--- src/rtl/seven_seg_scan_ctrl_if.sv ---
// Core-side bundle for the 6-digit 7-segment scan controller.
// The core (master) supplies the value, masks and control strobes; the
// controller (slave) returns the pin-level segment/select drive and status.
interface seven_seg_scan_ctrl_if;
   logic        i_ENABLE;
   logic        i_LOAD;
   logic [23:0] i_DIGITS;
   logic [5:0]  i_DP_MASK;
   logic [5:0]  i_BLANK_MASK;
   logic [6:0]  o_SEG;
   logic        o_SEG_DP;
   logic [5:0]  o_SEL;
   logic        o_PENDING;
   logic        o_FRAME_DONE;

   modport master (
      output i_ENABLE, i_LOAD, i_DIGITS, i_DP_MASK, i_BLANK_MASK,
      input  o_SEG, o_SEG_DP, o_SEL, o_PENDING, o_FRAME_DONE
   );

   modport slave (
      input  i_ENABLE, i_LOAD, i_DIGITS, i_DP_MASK, i_BLANK_MASK,
      output o_SEG, o_SEG_DP, o_SEL, o_PENDING, o_FRAME_DONE
   );
endinterface

--- src/rtl/seven_seg_scan_ctrl.sv ---
// Time-multiplexed scan controller for a 6-digit common-select 7-segment
// display. Each digit slot starts with a short all-dark gap to stop ghosting,
// then drives one select low with that digit's segments. Values from the core
// are double-buffered and only swapped in at the end of a full frame (or at
// once while the display is parked), so a frame never shows mixed values.
// The FSM registers describe the phase whose outputs are registered on the
// next edge, so outputs lag the phase registers by exactly one clock.
module seven_seg_scan_ctrl #(
   parameter logic [31:0] SCAN_DIVIDER = 32'hFF,
   parameter logic [31:0] BLANK_CYCLES = 32'd2
) (
   input logic                  i_SYS_CLOCK,
   input logic                  i_RESET_N,
   seven_seg_scan_ctrl_if.slave bus
);

   typedef enum logic [1:0] {
      BLANK = 2'd0,
      DRIVE = 2'd1,
      PARK  = 2'd2
   } state_t;

   localparam logic [31:0] DRIVE_CYCLES = SCAN_DIVIDER - BLANK_CYCLES;

   state_t      state_q, state_d, curState;
   logic [2:0]  idx_q, idx_d;
   logic [31:0] cnt_q, cnt_d;
   logic        boundary;
   logic        applyNow;

   logic [23:0] activeDigits_q, activeDigits_d;
   logic [5:0]  activeDp_q, activeDp_d;
   logic [5:0]  activeBlank_q, activeBlank_d;
   logic [23:0] pendDigits_q, pendDigits_d;
   logic [5:0]  pendDp_q, pendDp_d;
   logic [5:0]  pendBlank_q, pendBlank_d;
   logic        pending_q, pending_d;

   logic [5:0]  sel_q, sel_d;
   logic [6:0]  seg_q, seg_d;
   logic        segDp_q, segDp_d;
   logic        frameDone_q, frameDone_d;

   // Active-low hex to {G,F,E,D,C,B,A} segment pattern.
   function automatic logic [6:0] decodeHex(input logic [3:0] v);
      case (v)
         4'h0:    decodeHex = 7'h40;
         4'h1:    decodeHex = 7'h79;
         4'h2:    decodeHex = 7'h24;
         4'h3:    decodeHex = 7'h30;
         4'h4:    decodeHex = 7'h19;
         4'h5:    decodeHex = 7'h12;
         4'h6:    decodeHex = 7'h02;
         4'h7:    decodeHex = 7'h78;
         4'h8:    decodeHex = 7'h00;
         4'h9:    decodeHex = 7'h10;
         4'hA:    decodeHex = 7'h08;
         4'hB:    decodeHex = 7'h03;
         4'hC:    decodeHex = 7'h46;
         4'hD:    decodeHex = 7'h21;
         4'hE:    decodeHex = 7'h06;
         default: decodeHex = 7'h0E;
      endcase
   endfunction

   // Scan sequencing: advance the blank/drive phase, pick the digit drive for
   // the phase being left, and flag the last drive cycle of digit 5. A parked
   // display resumes as if it were at the first blank cycle of digit 0.
   always_comb begin
      state_d     = state_q;
      idx_d       = idx_q;
      cnt_d       = cnt_q;
      sel_d       = 6'h3F;
      seg_d       = 7'h7F;
      segDp_d     = 1'b1;
      boundary    = 1'b0;
      curState    = (state_q == PARK) ? BLANK : state_q;
      if (!bus.i_ENABLE) begin
         state_d = PARK;
         idx_d   = 3'd0;
         cnt_d   = 32'd0;
      end else begin
         case (curState)
            BLANK: begin
               if (cnt_q == BLANK_CYCLES - 32'd1) begin
                  state_d = DRIVE;
                  cnt_d   = 32'd0;
               end else begin
                  state_d = BLANK;
                  cnt_d   = cnt_q + 32'd1;
               end
            end
            DRIVE: begin
               if (!activeBlank_q[idx_q]) begin
                  sel_d   = ~(6'b000001 << idx_q);
                  seg_d   = decodeHex(activeDigits_q[{idx_q, 2'b00} +: 4]);
                  segDp_d = ~activeDp_q[idx_q];
               end
               if (cnt_q == DRIVE_CYCLES - 32'd1) begin
                  state_d = BLANK;
                  cnt_d   = 32'd0;
                  if (idx_q == 3'd5) begin
                     idx_d    = 3'd0;
                     boundary = 1'b1;
                  end else begin
                     idx_d = idx_q + 3'd1;
                  end
               end else begin
                  cnt_d = cnt_q + 32'd1;
               end
            end
            default: begin
               state_d = BLANK;
               idx_d   = 3'd0;
               cnt_d   = 32'd0;
            end
         endcase
      end
      frameDone_d = boundary;
   end

   // Double buffer: loads always land in the pending copy; the pending copy
   // moves to the displayed copy at a frame boundary or whenever parked. A
   // load coinciding with the swap survives as the next pending value.
   always_comb begin
      activeDigits_d = activeDigits_q;
      activeDp_d     = activeDp_q;
      activeBlank_d  = activeBlank_q;
      pendDigits_d   = pendDigits_q;
      pendDp_d       = pendDp_q;
      pendBlank_d    = pendBlank_q;
      pending_d      = pending_q;
      applyNow       = boundary || (state_q == PARK);
      if (applyNow && pending_q) begin
         activeDigits_d = pendDigits_q;
         activeDp_d     = pendDp_q;
         activeBlank_d  = pendBlank_q;
      end
      if (bus.i_LOAD) begin
         pendDigits_d = bus.i_DIGITS;
         pendDp_d     = bus.i_DP_MASK;
         pendBlank_d  = bus.i_BLANK_MASK;
         pending_d    = 1'b1;
      end else if (applyNow) begin
         pending_d = 1'b0;
      end
   end

   // State, buffers and registered pin drive; reset leaves the display dark
   // and throws away anything waiting in the pending buffer.
   always_ff @(posedge i_SYS_CLOCK or negedge i_RESET_N) begin
      if (!i_RESET_N) begin
         state_q        <= BLANK;
         idx_q          <= 3'd0;
         cnt_q          <= 32'd0;
         activeDigits_q <= 24'd0;
         activeDp_q     <= 6'd0;
         activeBlank_q  <= 6'd0;
         pendDigits_q   <= 24'd0;
         pendDp_q       <= 6'd0;
         pendBlank_q    <= 6'd0;
         pending_q      <= 1'b0;
         sel_q          <= 6'h3F;
         seg_q          <= 7'h7F;
         segDp_q        <= 1'b1;
         frameDone_q    <= 1'b0;
      end else begin
         state_q        <= state_d;
         idx_q          <= idx_d;
         cnt_q          <= cnt_d;
         activeDigits_q <= activeDigits_d;
         activeDp_q     <= activeDp_d;
         activeBlank_q  <= activeBlank_d;
         pendDigits_q   <= pendDigits_d;
         pendDp_q       <= pendDp_d;
         pendBlank_q    <= pendBlank_d;
         pending_q      <= pending_d;
         sel_q          <= sel_d;
         seg_q          <= seg_d;
         segDp_q        <= segDp_d;
         frameDone_q    <= frameDone_d;
      end
   end

   assign bus.o_SEL        = sel_q;
   assign bus.o_SEG        = seg_q;
   assign bus.o_SEG_DP     = segDp_q;
   assign bus.o_PENDING    = pending_q;
   assign bus.o_FRAME_DONE = frameDone_q;

endmodule

--- src/flat_wrapper.sv ---
// flat-port wrapper written by rule: the top's interface ports become plain ports
module seven_seg_scan_ctrl_flat 
#(
   parameter logic [31:0] SCAN_DIVIDER = 32'hFF,
   parameter logic [31:0] BLANK_CYCLES = 32'd2
)
  (i_SYS_CLOCK, i_RESET_N, bus_i_ENABLE, bus_i_LOAD, bus_i_DIGITS, bus_i_DP_MASK, bus_i_BLANK_MASK, bus_o_SEG, bus_o_SEG_DP, bus_o_SEL, bus_o_PENDING, bus_o_FRAME_DONE);
  seven_seg_scan_ctrl_if bus_i ();
  input logic i_SYS_CLOCK;
  input logic i_RESET_N;
  input wire logic [$bits(bus_i.i_ENABLE)-1:0] bus_i_ENABLE;
  input wire logic [$bits(bus_i.i_LOAD)-1:0] bus_i_LOAD;
  input wire logic [$bits(bus_i.i_DIGITS)-1:0] bus_i_DIGITS;
  input wire logic [$bits(bus_i.i_DP_MASK)-1:0] bus_i_DP_MASK;
  input wire logic [$bits(bus_i.i_BLANK_MASK)-1:0] bus_i_BLANK_MASK;
  output wire logic [$bits(bus_i.o_SEG)-1:0] bus_o_SEG;
  output wire logic [$bits(bus_i.o_SEG_DP)-1:0] bus_o_SEG_DP;
  output wire logic [$bits(bus_i.o_SEL)-1:0] bus_o_SEL;
  output wire logic [$bits(bus_i.o_PENDING)-1:0] bus_o_PENDING;
  output wire logic [$bits(bus_i.o_FRAME_DONE)-1:0] bus_o_FRAME_DONE;
  assign bus_i.i_ENABLE = bus_i_ENABLE;
  assign bus_i.i_LOAD = bus_i_LOAD;
  assign bus_i.i_DIGITS = bus_i_DIGITS;
  assign bus_i.i_DP_MASK = bus_i_DP_MASK;
  assign bus_i.i_BLANK_MASK = bus_i_BLANK_MASK;
  assign bus_o_SEG = bus_i.o_SEG;
  assign bus_o_SEG_DP = bus_i.o_SEG_DP;
  assign bus_o_SEL = bus_i.o_SEL;
  assign bus_o_PENDING = bus_i.o_PENDING;
  assign bus_o_FRAME_DONE = bus_i.o_FRAME_DONE;
  seven_seg_scan_ctrl #(.SCAN_DIVIDER(SCAN_DIVIDER), .BLANK_CYCLES(BLANK_CYCLES)) u_core (.i_SYS_CLOCK(i_SYS_CLOCK), .i_RESET_N(i_RESET_N), .bus(bus_i));
endmodule
--- config.mk ---
export PLATFORM = sky130hd
export DESIGN_NAME = seven_seg_scan_ctrl_flat
export DESIGN_NICKNAME = d
export VERILOG_FILES = /design/src/rtl/seven_seg_scan_ctrl_if.sv /design/src/rtl/seven_seg_scan_ctrl.sv /design/src/flat_wrapper.sv
export SDC_FILE = /design/constraint.sdc
export NUM_CORES = 1
export LEC_CHECK = 0
export CAP_MARGIN = 20
export CORE_MARGIN = 1.5
export CORE_UTILIZATION = 40
export CTS_BUF_LIST = sky130_fd_sc_hd__clkbuf_4
export DETAILED_ROUTE_END_ITERATION = 16
export PLACE_DENSITY_LB_ADDON = 0.1
export SYNTH_ARGS = -nofsm -noshare
export SYNTH_HDL_FRONTEND = slang
export SYNTH_SLANG_ARGS = --single-unit
--- constraint.sdc ---
create_clock -name i_SYS_CLOCK -period 2.2 [get_ports i_SYS_CLOCK]
set_input_delay 0.22 -clock i_SYS_CLOCK [delete_from_list [all_inputs] [get_ports i_SYS_CLOCK]]
set_output_delay 0.22 -clock i_SYS_CLOCK [all_outputs]
set_load 0.1 [all_outputs]
Word-level counts from Yosys, hierarchy flattened
Memories as Yosys holds them, arrays and structs flattened.
Index checks and enable logic that the tools add are counted.
Storage, ports and cells
  output and inout bits: 16
  bits in registers: 125
  logic and storage cells: 66
  memories kept: 1
  input bits: 40
  ROM bits: 112
Cells by class
  equality and inequality tests: 7
  magnitude comparators: 1
  shifts and indexed selects: 2
  bitwise gates (word level): 2
  add/subtract/negate cells: 2
  reduce and logical (&&, ||, !) cells: 5
  muxes and demuxes: 32
Memories
  (no name shown): depth 16, width 7, rd ports 1, clocked after Yosys merged registers in 0, wr ports 0, line seven_seg_scan_ctrl.sv:46  | case (v)
Operators with widths (number)
  32-bit 2-to-1 mux: 3
  32-bit case mux with 2 select lines: 1
  32-bit by 1-bit adder with 32-bit output (second input constant): 1
  32-bit by 1-bit equality test with 1-bit output (second input constant): 1
  32-bit by 8-bit equality test with 1-bit output (second input constant): 1
  24-bit by 6-bit indexed part select with 4-bit output: 1
  7-bit 2-to-1 mux: 3
  6-bit 2-to-1 mux: 3
  1-bit 2-to-1 mux: 12
  3-bit 2-to-1 mux: 3
  1-bit binary-select mux with 3-bit select: 2
  2-bit 2-to-1 mux: 3
  6-bit inverter: 1
  3-bit case mux with 2 select lines: 1
  1-bit by 3-bit left shift with 6-bit output (first input constant): 1
  3-bit by 4-bit < comparator with 1-bit output (second input constant): 1
  2-bit case mux with 2 select lines: 1
  3-bit by 1-bit adder with 3-bit output (second input constant): 1
  3-bit equality test (second input constant): 1
  3-bit by 2-bit != test with 1-bit output (second input constant): 1
  2-bit by 1-bit equality test with 1-bit output (second input constant): 1
  2-bit equality test (second input constant): 1
  2-bit logical NOT: 1
  2-bit != test (second input constant): 1
  other kinds (5): 5

Longest topological paths before layout
Gate-level depths: netlist of the first run.
  depth in word-level cells: 8
  depth in mapped cells: 10
  depth with buffers taken out: 8

Worst setup path before layout of the first run
Ideal clock, no wire load.
  path type: register -> register
  start point: register u_core.idx_q[0]
  end point: register u_core.seg_q[3], in the netlist u_core.bus.o_SEG[3]
  setup slack: 122 ps
  path buffers: 1
  period minus slack after synthesis: 2078 ps
  required time: 2104 ps
  setup time: 96 ps
  cell stages (with the launch flop): 9
  data arrival time: 1982 ps
  cell sequence: dfrtp_1 > buf_2 > mux4_2 > a21oi_1 > inv_1 > ha_1 > o21ai_0 > and4b_1 > a31oi_1
On the way
  longest elaborated chain between the ends: 5
  elaborated cells on any way between the ends: 7
  those cells by class: 1 x shift; 5 x mux; 1 x memory
RTL lines
  start, declared: line seven_seg_scan_ctrl.sv:26  | logic [2:0] idx_q, idx_d;
  start signal, assigned: line seven_seg_scan_ctrl.sv:169  | idx_q <= idx_d;
  24-bit by 6-bit indexed part select with 4-bit output / 1-bit binary-select mux with 3-bit select (equally long branches): line seven_seg_scan_ctrl.sv:96, seven_seg_scan_ctrl.sv:94
  memory 16 x 7 bit / 1-bit 2-to-1 mux (equally long branches)
  7-bit 2-to-1 mux (*): line seven_seg_scan_ctrl.sv:94  | if (!activeBlank_q[idx_q]) begin
  7-bit 2-to-1 mux (*): line seven_seg_scan_ctrl.sv:83  | case (curState)
  7-bit 2-to-1 mux (*): line seven_seg_scan_ctrl.sv:78  | if (!bus.i_ENABLE) begin
  via u_core.seg_d[3]: line seven_seg_scan_ctrl.sv:40  | logic [6:0] seg_q, seg_d;
  end signal, assigned: line seven_seg_scan_ctrl.sv:179  | seg_q <= seg_d;
  end, declared: line seven_seg_scan_ctrl.sv:40
Mark *: on every way through the listed nets, which the timed path passes. The rest lies on a longest branch. The select of a mux whose other input is x is not followed.
A chain may end at the register's enable or synchronous reset.

Worst setup path in the final report of the first run
  start point: register u_core.idx_q[1]
  end point: register u_core.activeDigits_q[0]
On the way
  longest elaborated chain between the ends: 7
RTL lines
  3-bit equality test: line seven_seg_scan_ctrl.sv:102  | if (idx_q == 3'd5) begin
  1-bit 2-to-1 mux: line seven_seg_scan_ctrl.sv:102
  1-bit 2-to-1 mux: line seven_seg_scan_ctrl.sv:99  | if (cnt_q == DRIVE_CYCLES - 32'd1) begin
  1-bit 2-to-1 mux: line seven_seg_scan_ctrl.sv:83
  1-bit 2-to-1 mux: line seven_seg_scan_ctrl.sv:78
  1-bit logical OR: line seven_seg_scan_ctrl.sv:133  | applyNow = boundary || (state_q == PARK);
  1-bit logical AND: line seven_seg_scan_ctrl.sv:134  | if (applyNow && pending_q) begin
  end signal, assigned: line seven_seg_scan_ctrl.sv:171  | activeDigits_q <= activeDigits_d;
  end, declared: line seven_seg_scan_ctrl.sv:31  | logic [23:0] activeDigits_q, activeDigits_d;
No other way between the ends.

==> impl_metrics.ini, run 1 <==
[outcome]
status = complete, no violations

[clock_tree]
tritoncts = built
cts_sinks = 125
cts_max_path_buffers = 2
cts.clk_slew.worst_paths_ns = 0.12
cts_made_buffers = 17
h-tree-depth = 4
insertion_delay_ns = 0.53
cts_root_buffer = clkbuf_4

[setup_path]
rr_endpoint = u_core.activeDigits_q[0]$_DFFE_PN0P_
worst_ep_arrival_time_ns = 2.49
start_kind = flop
reg2reg_depth = 6
critPathLaunch = u_core.idx_q[1]$_DFFE_PN0P_
worst_setup_path_end_kind = flop
critPathMaxStageDelay_ns = 0.51
reg2reg_from = u_core.idx_q[1]$_DFFE_PN0P_
cp.required_ns = 2.62
worstSetupPathType = flop to flop
cp_slowest_cell = dfrtp_1
critPathMaxFanout = 20
rrSetupSlack_ns = 0.13
worstPathCellList = nor2b_1 -> nand3_1 -> nor4_4 -> o21ai_4 -> buf_12 -> mux2_4
crit_end = u_core.activeDigits_q[0]$_DFFE_PN0P_

[sta]
worst_slew_pin_slew_ns = 0.481
rsz0062_at_grt = false
period_needed_ns = 2.07
tns_ns = 0
fin_skew_ns = 0.0199
setup_viol = 0
min_period_over_period_pct = 94.0
max_freq_mhz = 484
relSlewSlack_pct = 67.9
slew_viol_final = 0
final_hold_viol_count = 0

[pwr]
max-vdd-ir-drop_v = 0.000411
switching_share_pct = 30.2
p_sw_mw = 1.94
p_seq_share_pct = 46.3
intPower_mw = 4.48
p_leak_nw = 3.02
clkPwrFrac_pct = 26.1
power_density_nw_per_um2 = 897
power_frac_comb_pct = 27.5

[logic_synthesis]
netlist_area_um2 = 5880
synthDistinctLibCells = 54
synth_edf_count = 0
async_reset_ff_share_pct = 100
synth_top_area_share_pct = 47.2
synth.yosys.warnings = 0
yosysSeqAreaShare_pct = 53.5
yosys_most_used_dff = dfrtp_1
synth_area_leaders = dfrtp_1, mux2_2, mux2_4, dfstp_2, xnor2_1
synth_commonest_cells = dfrtp_1, mux2_2, nor2_1
post-synth-top-count-cell = dfrtp_1
avgSynthCellArea_um2 = 12.8
ys_ff_latch = 125
yosysTopAreaCell = dfrtp_1
syn_inst = 460
syn_nets = 510

[place]
io_buffers = 55
dp_hpwl_um = 8620
place_inst = 714
globalplace.congestion = 0.784

[final_layout]
nFillCells = 1327
drive_above_1_share_pct = 35.1
syn2layout_area_growth_pct = 21.7
final_core_util_pct = 49.6
layout.nets = 600
fin_cells = 747

[global_route]
grt_first_pass_wirelength_um = 20500
grt_pass1_vias = 3857
grt_start_max_net_pins = 50
antenna_found_initial = 1
grt.overflow.total = 0
grt_util_all_layers_pct = 16.8

[drt]
dr_total_vias = 3805
wl_per_cell_um = 16.3
wl_um = 12100
drc = 0
drt_iter0_markers = 274
routed_via_density = 5.09
drt_first_pass_iters = 8
drtAntennaViolNets = 0

[die]
design.die.area_um2 = 15400
row_count = 44
num_io_pins = 56
die_x_um = 124
die_h_um = 124
start_util_pct = 40.8
core_area_um2 = 14400

[min_path]
hold_path_class = input port to async pin

[run]
maxCapViolCount = 0
flip-flops by register name, summed over array words and instances, names as in the netlist, 2 cells and up:
name / cells
u_core.state_q: 2
u_core.pendDp_q: 6
u_core.pendBlank_q: 6
u_core.activeDp_q: 6
u_core.activeDigits_q: 24
u_core.activeBlank_q: 6
u_core.bus.o_SEG: 7
u_core.pendDigits_q: 24
u_core.cnt_q: 32
u_core.bus.o_SEL: 6
u_core.idx_q: 3
critical path: cells and delay by family, from the launching register on:
kind                   cells  cell delay (ns)
muxes                      1             0.30
DFF                        1             0.51
and+or+nand+nor            3             0.79
AOI/OAI and AO/OA          1             0.15
buffers and inverters      1             0.20
cells in the final DEF, fill, tap and decap left out, types with 3 or more instances in the layout:
| cell | count |
|---|---|
| nor3_1 | 12 |
| nor4_2 | 5 |
| nand4_1 | 6 |
| buf_12 | 5 |
| nand3_1 | 14 |
| nor3_2 | 6 |
| and3_1 | 4 |
| or4_1 | 3 |
| xnor2_1 | 23 |
| o21ai_0 | 6 |
| buf_4 | 47 |
| dfrtp_1 | 110 |
| mux2i_1 | 10 |
| dfstp_2 | 14 |
| ha_1 | 10 |
| xor2_1 | 7 |
| nor4_1 | 10 |
| clkinv_4 | 3 |
| mux2_2 | 45 |
| o221ai_1 | 3 |
| bufinv_16 | 3 |
| and4_1 | 3 |
| clkbuf_4 | 20 |
| mux4_2 | 4 |
| nor2_1 | 42 |
| nor2b_1 | 5 |
| nand2b_1 | 3 |
| nand2_1 | 20 |
| inv_1 | 12 |
| mux2_4 | 30 |
| clkdlybuf4s50_1 | 37 |
per-layer routing:
metal | GRT usage [%] | part of all wire (%)
met5 | 0 | 0
met2 | 23.5 | 43
met3 | 5.24 | 4.7
met4 | 4.87 | 0.91
met1 | 25.1 | 52
power by group through the flow:
stage	logic (mW)	clock network (mW)	registers [mW]
6_report	1.77	1.68	2.98
5_1_grt	1.92	1.85	3.04
4_1_cts	1.78	1.74	2.98
3_5_place_dp	1.77	0	3.02
3_3_place_gp	1.73	0	3.01
2_1_floorplan	1.24	0	3.02
cell type report:
type	instances	area [um2]	area share [%]
diodes	1	2.50	0.0350
clock buffers	20	150	2.10
clock inverters	11	145	2.03
inverters	12	45.0	0.629
multi-input cells	302	2590	36.2
flip-flops and latches	125	3150	44.0
well taps	184	230	3.22
repair buffers	92	850	11.9
kinds of logic after synthesis:
logic type      count (synthesis)  synth area share (%)
mux                            89                  19.5
simple gates                  143                  13.7
flops                         125                  53.5
xor+xnor                       30                  4.47
buf+inv                        33                  2.85
fa+ha+maj                      10                  2.13
compound gates                 30                  3.91
metrics by stage:
step / power [mW] / worst slack [ns] / hold slack [ns] / instance area [um2]
2_1_floorplan: 4.26 / 0.122 / -0.0756 / 5880
3_3_place_gp: 4.74 / 0.0177 / 0.0595 / 6830
3_5_place_dp: 4.79 / 0.0136 / 0.0546 / 6830
4_1_cts: 6.50 / 0.00857 / 0.00192 / 7130
5_1_grt: 6.81 / 0.000101 / 0.00327 / 7160
6_report: 6.42 / 0.132 / 0.0497 / 7160
repair_timing:
action	4_1_cts	5_1_grt
hold buffers	1	0
endpoints found under the hold margin	113	0
pin swaps	0	2
resized for setup	1	6
buffers inserted	0	0
setup endpoints to repair	1	71
gates cloned	0	0
worst min path at each step:
stage,start,endpoint,depth (start not counted)
2_1_floorplan,i_RESET_N,u_core.activeBlank_q[0]$_DFFE_PN0P_,0
3_3_place_gp,i_RESET_N,u_core.cnt_q[18]$_DFF_PN0_,1
3_5_place_dp,i_RESET_N,u_core.cnt_q[18]$_DFF_PN0_,1
4_1_cts,i_RESET_N,u_core.cnt_q[30]$_DFF_PN0_,2
5_1_grt,i_RESET_N,u_core.cnt_q[30]$_DFF_PN0_,2
6_report,i_RESET_N,u_core.cnt_q[30]$_DFF_PN0_,2
No activity file was read; power rests on OpenSTA's default activity.
==> run 2, diff against run 1 <==
SETUP_SLACK_MARGIN = 0.4   (was unset)
==> impl_metrics.ini, run 2 (same netlist as run 1, synthesis figures left out) <==
[outcome]
status = complete, no violations

[clock_tree]
h-tree-depth = 4
insertion_delay_ns = 0.51
cts.clk_slew.worst_paths_ns = 0.11
tritoncts = built
cts_root_buffer = clkbuf_4
cts_sinks = 125
cts_made_buffers = 17
cts_max_path_buffers = 2

[final_layout]
drive_above_1_share_pct = 49.5
syn2layout_area_growth_pct = 36.7
fin_area_um2 = 8040
reg_top3 = u_core.cnt_q x32, u_core.activeDigits_q x24, u_core.pendDigits_q x24
final_core_util_pct = 55.7
antenna_cells = 0
final_common_cell = dfrtp_1
final_cell_mix = dfrtp_1, buf_4, mux2_2
nFillCells = 1235
layout.nets = 637
largest_register = u_core.cnt_q
fin_cells = 784
largest_register_ffs = 32

[setup_path]
worstSetupPathType = flop to flop
worst_ep_arrival_time_ns = 2.46
crit_cells = 10
worst_setup_path_end_kind = flop
start_kind = flop
critPathMaxFanout = 11
path_buf_inv = 5
critPathMaxStageDelay_ns = 0.44
reg2reg_depth = 10
worstPathCellList = buf_4 -> mux2i_1 -> nor2_1 -> a21oi_4 -> buf_12 -> buf_6 -> buf_4 -> buf_4 -> mux2_2 -> o221ai_2
critPathTopFamily = buffers and inverters
cp_slowest_cell = dfrtp_2
cp.required_ns = 2.63
worst_path_most_repeated_cell = buf_4

[die]
die_x_um = 124
die_h_um = 124
core_area_um2 = 14400
row_count = 44
start_util_pct = 40.8
design.die.area_um2 = 15400
num_io_pins = 56

[place]
place_area_um2 = 6810
globalplace.congestion = 0.776
io_buffers = 55
place_ws_ns = -0.0599
place_inst = 707
dp_hpwl_um = 8140

[sta]
period_needed_ns = 2.03
max_freq_mhz = 493
final_hold_viol_count = 0
min_period_over_period_pct = 92.2
fin_skew_ns = 0.00910
worst_slack_ns = 0.171
slew_viol_final = 0
setup_viol = 0
worst_slew_pin_slew_ns = 0.482
tns_ns = 0
rsz0062_at_grt = true
relSlewSlack_pct = 67.8

[drt]
drt_first_pass_iters = 4
routed_via_density = 5.09
wl_um = 12800
dr_total_vias = 3987
wl_per_cell_um = 16.4
drt_iter0_markers = 173
drc = 0
drtAntennaViolNets = 0

[global_route]
antenna_found_initial = 0
grt_pass1_vias = 4122
grt_util_all_layers_pct = 17.1
grt.overflow.total = 0
grt_start_max_net_pins = 70
grt_first_pass_wirelength_um = 21100

[pwr]
p_leak_nw = 3.31
max-vdd-ir-drop_v = 0.000532
power_density_nw_per_um2 = 914

[min_path]
hold_path_class = input port to async pin

[run]
maxCapViolCount = 0
[run 2: area by class of cell]
| class | instances | area (um2) | area share, % |
|---|---|---|---|
| Clock buffer | 19 | 143 | 1.77 |
| Clock inverter | 13 | 173 | 2.15 |
| Multi-Input combinational cell | 302 | 3020 | 37.5 |
| Inverter | 12 | 47.5 | 0.591 |
| Sequential cell | 125 | 3150 | 39.2 |
| Timing Repair Buffer | 129 | 1280 | 15.9 |
| Tap cell | 184 | 230 | 2.86 |
[run 2: path summary, 6_finish.rpt]
| check | startpoint | to | slack [ns] |
|---|---|---|---|
| worst max register to register | u_core.idx_q[0]$_DFFE_PN0P_ | u_core.bus.o_SEG[1]$_DFF_PN1_ | 0.17 |
| worst max-delay path | u_core.idx_q[0]$_DFFE_PN0P_ | u_core.bus.o_SEG[1]$_DFF_PN1_ | 0.17 |
| worst min-delay path | i_RESET_N | u_core.cnt_q[6]$_DFF_PN0_ | 0.25 |
| min in group i_SYS_CLOCK | bus_i_DIGITS[6] | u_core.pendDigits_q[6]$_DFFE_PN0P_ | 0.31 |
| worst min register to register | u_core.activeDp_q[5]$_DFFE_PN0P_ | u_core.bus.o_SEG_DP$_DFF_PN1_ | 0.45 |
| max in group asynchronous | i_RESET_N | u_core.activeDigits_q[6]$_DFFE_PN0P_ | 1.61 |
[run 2: what timing repair did]
action | 4_1_cts | 5_1_grt
endpoints found under the hold margin | 125 | 0
cloned | 3 | 1
resized for setup | 43 | 77
hold buffers | 1 | 0
setup buffers | 29 | 11
endpoints found under the setup margin | 78 | 80
pin swaps | 17 | 35
[run 2: per-layer routing]
| metal | wire [um] | share of wire (%) | global-route usage [%] | vias to the layer above |
|---|---|---|---|---|
| met5 | 0 | 0 | 0 | - |
| met1 | 6060 | 47 | 23.2 | 2010 |
| met3 | 392 | 3.1 | 4.81 | 17 |
| li1 | - | - | - | 1900 |
| met2 | 6180 | 48 | 26.8 | 60 |
| met4 | 199 | 1.6 | 5.34 | 0 |
[run 2: through the flow]
step / power, mW / hold slack, ns
finish: 7.35 / 0.248
global route: 7.77 / 0.239
CTS: 7.05 / 0.223
detailed placement: 4.86 / 0.259
global placement: 4.79 / 0.257
floorplan: 4.28 / -0.0756
[run 2: power by group]
part	internal (mW)	switching, mW
clock network	0.913	0.835
logic	1.42	1.21
registers	2.72	0.263
[run 2: worst min-delay path: stages]
cell and delay [ns]:
dlygate4sd3_1 0.53, buf_4 0.14, buf_12 0.27
==> variant, RTL diff (flow settings as in run 1) <==
The 3 states of `state_t` get a one-hot encoding in 3 bits.
--- a/src/rtl/seven_seg_scan_ctrl.sv
+++ b/src/rtl/seven_seg_scan_ctrl.sv
@@ -14,10 +14,10 @@
    seven_seg_scan_ctrl_if.slave bus
 );
 
-   typedef enum logic [1:0] {
-      BLANK = 2'd0,
-      DRIVE = 2'd1,
-      PARK  = 2'd2
+   typedef enum logic [2:0] {
+      BLANK = 3'b001,
+      DRIVE = 3'b010,
+      PARK  = 3'b100
    } state_t;
 
    localparam logic [31:0] DRIVE_CYCLES = SCAN_DIVIDER - BLANK_CYCLES;
Check against the original RTL: no difference found for any inputs over 10 cycles, from zero or initial values and one cycle with i_RESET_N low; not proved beyond that.
==> variant against run 1 <==
  * Setup slack worse by 0.11 ns
  * Routed wire length decreased by 6.2%
  * Non-clock buffer count up 11
  * Design area rose by 0.82%
  * Sequential cell count increased by 1
  * Hold slack gained 0.20 ns
  * Power decreased by 14%
  * Global-route usage shrank 0.42 points
  * Core utilization grew 1.8 points
  * Synthesized area down 1.2%
  * Largest power group unchanged
==> variant: results (changes against run 1) <==
FINISH
--------------------------------------------------------------------------------
Final-layout fill cell count                                                1224   was 1327
Number of nets in the finished design                                        605   was 600
Top flop regs                                                       u_core.cnt_q (32), u_core.activeDigits_q (24), u_core.pendDigits_q (24)   unchanged
Fraction of final layout cells with drive strength greater than 1          0.363   was 0.351

ROUTE
--------------------------------------------------------------------------------
First-pass detailed-route iteration total                                      4   was 8
Iteration-0 DRC Markers                                                      288   was 274
Mean routed wirelength per cell                                          15.2 um   was 16.3 um
Vias after detailed routing                                                 3746   was 3805

GLOBAL ROUTE
--------------------------------------------------------------------------------
Pin count of the biggest net entering global routing                          46   was 50
First-pass GRT wire length                                              18800 um   was 20500 um
Total GRT Usage                                                            0.164   was 0.168

WORST SETUP PATH
--------------------------------------------------------------------------------
Worst path arrival time                                                  2.57 ns   was 2.49 ns
Internal reg-to-reg setup slack                                          0.02 ns   was 0.13 ns
CP delay by family, top                                             simple AND/OR/NAND/NOR gates   unchanged
Largest driver fanout on the critical path                                    16   was 20
Highest cell delay on the worst timing path                              0.43 ns   was 0.51 ns
Worst setup startpoint                                              u_core.cnt_q[29]   was u_core.idx_q[1]
Cell with the biggest individual delay on the critical path              dfrtp_1   unchanged

YOSYS
--------------------------------------------------------------------------------
Post-synthesis cell type count                                                52   was 54
Fraction of registers with async set or reset after synthesis               1.00   unchanged
Top cell type's share of synthesized area                                  0.478   was 0.472
Post-Syn Area                                                           5810 um2   was 5880 um2
List of most frequent post-synthesis cells                          111 x dfrtp_1, 47 x nor2_1, 46 x mux2_2, 30 x mux2_4   was 111 x dfrtp_1, 45 x mux2_2, 42 x nor2_1, 30 x mux2_4, 23 x xnor2_1
Biggest area contributors in the synthesized netlist                dfrtp_1 48%, mux2_2 8.9%, mux2_4 7.8%, dfstp_2 6.8%, xor2_1 3.3%   was dfrtp_1 47%, mux2_2 8.6%, mux2_4 7.7%, dfstp_2 6.3%, xnor2_1 3.4%
Synth Net Count                                                              503   was 510
Proportion of synthesized chip area in sequential cells                    0.546   was 0.535

OUTCOME
--------------------------------------------------------------------------------
Outcome                                                                completed   unchanged

PWR
--------------------------------------------------------------------------------
Share of total power in the clock network                                  0.294   was 0.261
Worst IR drop on VDD                                                    0.365 mV   was 0.411 mV
Share of power burned in registers                                         0.505   was 0.463
Share of total power consumed by net switching                             0.264   was 0.302
Leakage power of the design                                              3.10 nW   was 3.02 nW

PLACEMENT
--------------------------------------------------------------------------------
Final estimated routing congestion in global placement                     0.761   was 0.784
Placement-stage cell area                                               6840 um2   was 6830 um2
Post-placement worst setup slack                                      -0.0249 ns   was 0.0136 ns
Hpwl dp                                                                  8140 um   was 8620 um

MIN PATH
--------------------------------------------------------------------------------
Class of the worst hold path                                            in2async   unchanged

TIMING
--------------------------------------------------------------------------------
Slew HR                                                                    0.615   was 0.679
Achievable frequency                                                     459 MHz   was 484 MHz
Final setup skew                                                       0.0204 ns   was 0.0199 ns

CLOCK TREE
--------------------------------------------------------------------------------
Clock transition at the registers of the reported paths                  0.11 ns
Clock tree buffer depth                                                        2   unchanged

-- variant: cell families after synthesis --
kind of cell	synth area share
simple gates	0.121
flops	0.546
compound gates	0.0355
buf+inv	0.0280
xor+xnor	0.0482
mux	0.199
fa+ha+maj	0.0215
-- variant: final cells by class --
cell class	count	share of cell area
Antenna cell	1	0.000347
Sequential cell	126	0.440
Multi-Input combinational cell	296	0.351
Inverter	11	0.00572
Timing Repair Buffer	103	0.132
Clock inverter	13	0.0205
Clock buffer	19	0.0198
Tap cell	180	0.0312
-- variant: what timing repair did --
action | CTS | global route
hold buffers | 1 | 0
pin swaps | 0 | 3
buffers inserted | 0 | 2
hold endpoints to repair | 30 | 0
gates cloned | 0 | 1
setup endpoints to repair | 33 | 80
resized for setup | 4 | 9
-- variant: routing by layer --
metal | track usage | share of wire
met2 | 0.233 | 0.46
met3 | 0.0494 | 0.043
met5 | 0 | 0
met1 | 0.235 | 0.49
met4 | 0.0639 | 0.0097
-- variant: metrics by stage --
stage	instances	TNS (ns)	util	power (mW)	hold slack, ns
after floorplan	453	0	-	3.55	-0.0756
after global placement	712	-2.05	0.487	3.90	0.256
after detailed placement	712	-0.199	0.487	3.93	0.254
after CTS	745	0	0.510	5.59	0.202
after global routing	749	-4.26	0.514	5.83	0.212
final	749	0	0.514	5.52	0.246
-- variant: final timing paths --
path / depth (start not counted) / to
worst min register to register: 1 / u_core.activeBlank_q[1]
worst min-delay path: 2 / u_core.cnt_q[21]
worst max-delay path: 8 / u_core.activeDigits_q[1]
max in group asynchronous: 3 / u_core.bus.o_SEL[2]
worst max register to register: 8 / u_core.activeDigits_q[1]
min in group i_SYS_CLOCK: 2 / u_core.state_q[0]
